**src/rtl/axi_write_arbiter.sv**
```systemverilog
// axi_write_arbiter: round-robin sharing of one AXI4 write channel among
// N_REQ single-beat write requesters. One transaction is outstanding at a
// time; the write response is returned to the requester that won it.
module axi_write_arbiter #(
  parameter int N_REQ          = 4,
  parameter int AXI_ADDR_WIDTH = 32,
  parameter int AXI_DATA_WIDTH = 128
) (
  input  logic                              s_axi_aclk,
  input  logic                              s_axi_aresetn,
  input  logic [N_REQ-1:0]                  req_valid,
  output logic [N_REQ-1:0]                  req_ready,
  input  logic [N_REQ*AXI_ADDR_WIDTH-1:0]   req_addr,
  input  logic [N_REQ*AXI_DATA_WIDTH-1:0]   req_data,
  output logic [N_REQ-1:0]                  done,
  output logic [1:0]                        done_resp,
  output logic [15:0]                       err_count,
  output logic                              busy,
  output logic [AXI_ADDR_WIDTH-1:0]         m_axi_awaddr,
  output logic [15:0]                       m_axi_awid,
  output logic [7:0]                        m_axi_awlen,
  output logic [2:0]                        m_axi_awsize,
  output logic [1:0]                        m_axi_awburst,
  output logic                              m_axi_awvalid,
  input  logic                              m_axi_awready,
  output logic [AXI_DATA_WIDTH-1:0]         m_axi_wdata,
  output logic [AXI_DATA_WIDTH/8-1:0]       m_axi_wstrb,
  output logic                              m_axi_wlast,
  output logic                              m_axi_wvalid,
  input  logic                              m_axi_wready,
  input  logic [1:0]                        m_axi_bresp,
  input  logic [15:0]                       m_axi_bid,
  input  logic                              m_axi_bvalid,
  output logic                              m_axi_bready
);

  localparam int IDX_W  = (N_REQ > 1) ? $clog2(N_REQ) : 1;
  localparam int STRB_W = AXI_DATA_WIDTH / 8;

  typedef enum logic [1:0] {
    IDLE = 2'd0,
    XFER = 2'd1,
    RESP = 2'd2
  } state_t;

  state_t                    state_r;
  logic [IDX_W-1:0]          rr_ptr_r;
  logic [IDX_W-1:0]          gnt_idx_r;
  logic [AXI_ADDR_WIDTH-1:0] addr_r;
  logic [AXI_DATA_WIDTH-1:0] data_r;
  logic                      awvalid_r;
  logic                      wvalid_r;
  logic                      bready_r;
  logic [N_REQ-1:0]          done_r;
  logic [1:0]                done_resp_r;
  logic [15:0]               err_count_r;
  logic                      busy_r;

  logic                      win_found_s;
  logic [IDX_W-1:0]          win_idx_s;
  logic [N_REQ-1:0]          win_oh_s;
  logic [N_REQ-1:0]          owner_oh_s;
  logic [15:0]               owner_id_s;
  logic                      aw_ok_s;
  logic                      w_ok_s;
  logic                      err_hit_s;
  logic [15:0]               err_next_s;

  // Requester index base+off, wrapping at N_REQ (both operands below N_REQ).
  function automatic logic [IDX_W-1:0] wrap_idx(input int base, input int off);
    int sum;
    sum = base + off;
    if (sum >= N_REQ) begin
      sum = sum - N_REQ;
    end else begin
      sum = sum;
    end
    return sum[IDX_W-1:0];
  endfunction

  // Round-robin search: first pending requester at or after rr_ptr_r.
  always_comb begin
    win_found_s = 1'b0;
    win_idx_s   = '0;
    for (int k = 0; k < N_REQ; k++) begin
      if (!win_found_s && req_valid[wrap_idx(int'(rr_ptr_r), k)]) begin
        win_found_s = 1'b1;
        win_idx_s   = wrap_idx(int'(rr_ptr_r), k);
      end else begin
        win_found_s = win_found_s;
      end
    end
  end

  // One-hot forms of the current winner and of the transaction owner.
  always_comb begin
    win_oh_s               = '0;
    owner_oh_s             = '0;
    win_oh_s[win_idx_s]    = 1'b1;
    owner_oh_s[gnt_idx_r]  = 1'b1;
  end

  // Same-cycle acceptance for the winner; masked while reset is applied.
  always_comb begin
    if (s_axi_aresetn && (state_r == IDLE) && win_found_s) begin
      req_ready = win_oh_s;
    end else begin
      req_ready = '0;
    end
  end

  assign owner_id_s = {{(16 - IDX_W){1'b0}}, gnt_idx_r};
  assign aw_ok_s    = !awvalid_r || m_axi_awready;
  assign w_ok_s     = !wvalid_r || m_axi_wready;
  assign err_hit_s  = (m_axi_bresp != 2'b00) || (m_axi_bid != owner_id_s);

  // Saturating error counter update, evaluated on the response handshake.
  always_comb begin
    if ((state_r == RESP) && m_axi_bvalid && err_hit_s && (err_count_r != 16'hFFFF)) begin
      err_next_s = err_count_r + 16'd1;
    end else begin
      err_next_s = err_count_r;
    end
  end

  // Transaction FSM with registered channel controls and completion pulse.
  always_ff @(posedge s_axi_aclk or negedge s_axi_aresetn) begin
    if (!s_axi_aresetn) begin
      state_r     <= IDLE;
      rr_ptr_r    <= '0;
      gnt_idx_r   <= '0;
      addr_r      <= '0;
      data_r      <= '0;
      awvalid_r   <= 1'b0;
      wvalid_r    <= 1'b0;
      bready_r    <= 1'b0;
      done_r      <= '0;
      done_resp_r <= 2'b00;
      err_count_r <= 16'h0000;
      busy_r      <= 1'b0;
    end else begin
      done_r      <= '0;
      done_resp_r <= 2'b00;
      err_count_r <= err_next_s;
      case (state_r)
        IDLE: begin
          if (win_found_s) begin
            addr_r    <= req_addr[win_idx_s*AXI_ADDR_WIDTH +: AXI_ADDR_WIDTH];
            data_r    <= req_data[win_idx_s*AXI_DATA_WIDTH +: AXI_DATA_WIDTH];
            gnt_idx_r <= win_idx_s;
            rr_ptr_r  <= wrap_idx(int'(win_idx_s), 1);
            awvalid_r <= 1'b1;
            wvalid_r  <= 1'b1;
            busy_r    <= 1'b1;
            state_r   <= XFER;
          end else begin
            busy_r    <= 1'b0;
          end
        end
        XFER: begin
          // Each channel retires on its own handshake; RESP once both have.
          if (m_axi_awready) begin
            awvalid_r <= 1'b0;
          end
          if (m_axi_wready) begin
            wvalid_r <= 1'b0;
          end
          if (aw_ok_s && w_ok_s) begin
            bready_r <= 1'b1;
            state_r  <= RESP;
          end
        end
        RESP: begin
          if (m_axi_bvalid) begin
            bready_r    <= 1'b0;
            done_r      <= owner_oh_s;
            done_resp_r <= m_axi_bresp;
            state_r     <= IDLE;
          end
        end
        default: begin
          awvalid_r <= 1'b0;
          wvalid_r  <= 1'b0;
          bready_r  <= 1'b0;
          busy_r    <= 1'b0;
          state_r   <= IDLE;
        end
      endcase
    end
  end

  assign done          = done_r;
  assign done_resp     = done_resp_r;
  assign err_count     = err_count_r;
  assign busy          = busy_r;
  assign m_axi_awaddr  = addr_r;
  assign m_axi_awid    = owner_id_s;
  assign m_axi_awlen   = 8'd0;
  assign m_axi_awsize  = 3'd4;
  assign m_axi_awburst = 2'b01;
  assign m_axi_awvalid = awvalid_r;
  assign m_axi_wdata   = data_r;
  assign m_axi_wstrb   = {STRB_W{1'b1}};
  assign m_axi_wlast   = wvalid_r;
  assign m_axi_wvalid  = wvalid_r;
  assign m_axi_bready  = bready_r;

endmodule

```
**config.mk**
```make
export PLATFORM = sky130hd
export DESIGN_NAME = axi_write_arbiter
export DESIGN_NICKNAME = d
export VERILOG_FILES = /design/src/rtl/axi_write_arbiter.sv
export SDC_FILE = /design/constraint.sdc
export NUM_CORES = 1
export LEC_CHECK = 0
export ABC_AREA = 0
export CORE_AREA = 2 2 352 354
export CTS_CLUSTER_SIZE = 16
export DETAILED_ROUTE_END_ITERATION = 10
export DIE_AREA = 0 0 354 356
export DONT_BUFFER_PORTS = 1
export GPL_TIMING_DRIVEN = 1
export PLACE_DENSITY = 0.3
export SLEW_MARGIN = 20
export SYNTH_ARGS = -nofsm -noshare
export SYNTH_HDL_FRONTEND = slang
export SYNTH_SLANG_ARGS = --single-unit
export TNS_END_PERCENT = 30
```
**constraint.sdc**
```tcl
create_clock -name s_axi_aclk -period 3.1 [get_ports s_axi_aclk]
set_input_delay 0.775 -clock s_axi_aclk [delete_from_list [all_inputs] [get_ports s_axi_aclk]]
set_output_delay 0.775 -clock s_axi_aclk [all_outputs]
set_load 0.02 [all_outputs]
```
==> impl.org <==
** Outcome
- Status :: finished with violations
- Failing checks :: hold timing

** Placement
- In this run the cell area measured after placement is 13700 µm².
- At the end of routability-driven placement, the weighted congestion stood at 0.768.
- After legalization and detailed placement, the total HPWL measured 57400 µm.
- In this run, placement finished with an instance count of 2693.
- Count of input and output buffers :: 0

** Synthesis
- Of all cell types, the one taking the most synthesized area is sky130_fd_sc_hd__dfrtp_1.
- #FFs+latches synth :: 192
- The Yosys step of the flow raised 0 warnings.
- After synthesis, the netlist uses 43 different library cells.
- Yosys mapped a number of flops with a built-in enable equal to 0.
- Most common flop cell mapped by yosys :: sky130_fd_sc_hd__dfrtp_1
- Largest cells by area after synthesis :: sky130_fd_sc_hd__dfrtp_1 (41%), sky130_fd_sc_hd__mux2i_1 (27%), sky130_fd_sc_hd__o221ai_1 (12%)
- Synthesis produced 1099 cells.
- Portion of the post-synthesis area used by sequential elements :: 40.9%
- After synthesis, the mean cell area works out to 10.7 µm².
- The synthesized netlist occupies a cell area of 11700 µm².
- Of all flip-flops after synthesis, the portion carrying an async set or reset was 100%.
- The synthesized design devotes to its leading area cell type 40.9% of total area.

** Floorplanning
- Chip Height :: 356 µm
- 903 I/O pins were placed.
- Placeable core region :: 123000 µm²
- Measured along the x axis, the die boundary spans 354 µm.
- Total die area :: 126000 µm²
- Row Count :: 129
- Initial Util :: 9.57%

** STA
- Least-Margin Pin Slew :: 0.598 ns
- For the final database, setup skew stands at 0.0164 ns.
- Setup total negative slack :: 0 ns
- Slew HR :: 60.0%
- Subtracting the final worst setup slack from the clock period gives 2.89 ns.
- The number of max-slew violations in the final report is 0.
- Final setup vio count :: 0
- The number of hold violations in the final report was 68.
- The tightest hold path in the finished design has a slack of -0.0461 ns.
- Derived from the worst setup path, the maximum achievable clock frequency is 345 MHz.
- Setup repair after global routing left no endpoint under its margin.
- Ratio of final minimum period to clock period :: 93.4%

** Global route
- Layer carrying the most global-route usage :: met2
- GRT Total Usage :: 10.6%
- Met3 usage :: 3.46%
- Entering global routing, the biggest net connects 195 pins.
- The first global-routing pass estimated 89600 µm of wire.
- Antenna violations before repair :: 45
- Number of global-route vias before repair :: 9584
- Total overflow reported by the global router :: 0
- Global-route met2 utilization :: 18.0%
- Met1 routing resource usage after global routing :: 12.5%

** Clock tree
- TritonCTS created 17 clock buffers.
- Clock network latency to the later pin of the worst-skew pair :: 0.52 ns
- TritonCTS built the clock tree.
- CTS H-Tree Depth :: 4
- The clock net in this run drives a total of 192 sinks.
- Maximum count of clock buffers along a single path :: 2
- Clock slew seen by the registers of the worst setup and hold paths :: 0.09 ns
- CTS root buffer :: sky130_fd_sc_hd__clkbuf_16

** Power and ir drop
- The worst-case IR drop observed on VDD is 0.465 mV.
- In this run the static leakage power is 5.63 nW.
- In this run the power density over the cells is 1020 nW/µm².

** Worst setup path
- Largest fanout on the critical path :: 8
- For the worst setup path, the data required time is 2.32 ns.
- The setup path with the least slack is of type reg2out.
- Endpoint class of the critical path :: output port
- Startpoint kind of the worst setup timing path :: flop
- The largest single stage delay on the critical path is 0.39 ns.
- Traced cell by cell, the critical path runs through inv_1, ha_1, nor2b_2, nand2_1, nor3_1, buf_4.
- Arrival time of the worst setup path :: 2.12 ns
- Highest-delay cell along the critical path :: sky130_fd_sc_hd__dfrtp_1

** Detailed routing
- After detailed routing, the average wire length per cell comes to 25.4 µm.
- Vias per inst :: 3.48
- First drt pass iteration count :: 5
- DR vias :: 9513
- Wires add up to 69400 µm.
- After detailed routing, the number of remaining DRC violations is 0.
- Routed Antenna Nets :: 0
- Number of violations reported at the end of detailed-routing iteration 0 :: 529

** Final layout
- Post-route standard cell area excluding fillers :: 14300 µm²
- Count of placed standard cells in the final layout, fillers left out :: 2735
- In the layout the commonest cells are sky130_fd_sc_hd__mux2i_1 (320), sky130_fd_sc_hd__dfrtp_1 (192), sky130_fd_sc_hd__nand2_1 (171), sky130_fd_sc_hd__o221ai_1 (161), sky130_fd_sc_hd__conb_1 (43).
- Fin nets :: 1747
- Count of filler cells inserted in the layout :: 14100
- Compared with the post-synthesis result, the final layout area differs by 21.9%.
- Cells with a size suffix above 1 make up 9.56% of the layout.
- The library cell used most frequently in the layout, excluding fill and tap cells, is sky130_fd_sc_hd__mux2i_1.

** Job
- Across the run, the number of max-cap violations was 0.

** Hold path
- The path class of the tightest hold or removal check is in2async.
-- final cells by class --
type / instances / area (µm²) / area share, %
diodes: 10 / 25.0 / 0.175
clock buffers: 17 / 425 / 2.97
clock inverters: 15 / 140 / 0.980
inverters: 7 / 26.3 / 0.184
multi-input cells: 806 / 6260 / 43.8
flip-flops and latches: 192 / 4800 / 33.6
well taps: 1637 / 2050 / 14.3
repair buffers: 51 / 571 / 3.99
-- power by group --
part	internal (W)	total, W	switching (W)
sequential	0.00366	0.00612	0.00247
clock	0.00107	0.00236	0.00130
combinational	0.00263	0.00615	0.00352
-- Yosys cell counts, drive strengths merged (3+ instances only) --
library cell and number:
a21o 3, a21oi 3, and3 13, buf 107
clkbuf 28, dfrtp 192, ha 5, inv 7
mux2 5, mux2i 320, nand2 173, nand3 17
nand4 4, nor2 7, nor2b 4, nor3 5
nor4 5, o21ai 9, o221ai 161, xnor2 13
-- stage by stage --
| step | setup slack, ns | util [%] | total power [W] | hold slack [ns] |
|---|---|---|---|---|
| 2_1_floorplan | 0.266 | - | 0.0103 | 0.479 |
| 3_3_place_gp | 0.313 | 11.2 | 0.0124 | 0.486 |
| 3_5_place_dp | 0.265 | 11.2 | 0.0125 | 0.485 |
| 4_1_cts | 0.000980 | 11.6 | 0.0150 | -0.142 |
| 5_1_grt | 0.0148 | 11.7 | 0.0156 | -0.126 |
| 6_report | 0.205 | 11.7 | 0.0146 | -0.0461 |
-- flip-flops by register name (all words and copies together) (netlist names) --
| name | flops |
|---|---|
| state_r | 2 |
| m_axi_wlast | 1 |
| m_axi_awaddr | 32 |
| err_count | 16 |
| busy | 1 |
| m_axi_awvalid | 1 |
| gnt_idx_r | 2 |
| done | 4 |
| done_resp | 2 |
| m_axi_bready | 1 |
| rr_ptr_r | 2 |
| m_axi_wdata | 128 |
-- cells by family (layout without fill, tap and decap cells) --
kind of cell / Yosys count / count (layout) / synth area share [%]
compound gates: 185 / 185 / 13.4
buf+inv: 142 / 90 / 7.43
flops: 192 / 192 / 40.9
mux: 325 / 325 / 27.8
simple gates: 233 / 233 / 8.77
other cells: 2 / 53 / 0.0640
fa+ha+maj: 5 / 5 / 0.533
xor+xnor: 15 / 15 / 1.12
-- worst max-delay path, delay by kind of cell, from the launching register on --
family	cells	cell delay, ns
buffers and inverters	2	0.30
DFF	1	0.39
adders and majority gates	1	0.37
and+or+nand+nor	3	0.54
-- final timing paths --
| check | from | to | slack, ns | depth (start not counted) |
|---|---|---|---|---|
| setup / recovery | state_r[1] | req_ready[1] | 0.21 | 6 |
| hold / removal | s_axi_aresetn | m_axi_wdata[40] | -0.05 | 0 |
| setup reg to reg | rr_ptr_r[1] | m_axi_wdata[125] | 0.51 | 7 |
| hold reg to reg | rr_ptr_r[1] | rr_ptr_r[1] | 0.60 | 2 |
| max in group asynchronous | s_axi_aresetn | m_axi_wdata[111] | 2.68 | 0 |
| min in group s_axi_aclk | m_axi_bvalid | done_resp[0] | 0.41 | 1 |
-- what timing repair did --
action	in CTS	in global routing
setup endpoints to repair	0	4
gates resized for setup	0	1
setup buffers	0	0
endpoints found under the hold margin	192	192
-- routing by layer --
metal / wire [µm] / share of wire (%)
met5: 23 / 0.033
met4: 1410 / 2.0
met3: 5420 / 7.8
met2: 34300 / 49
met1: 28300 / 41
(Power assumes the default switching activity.)
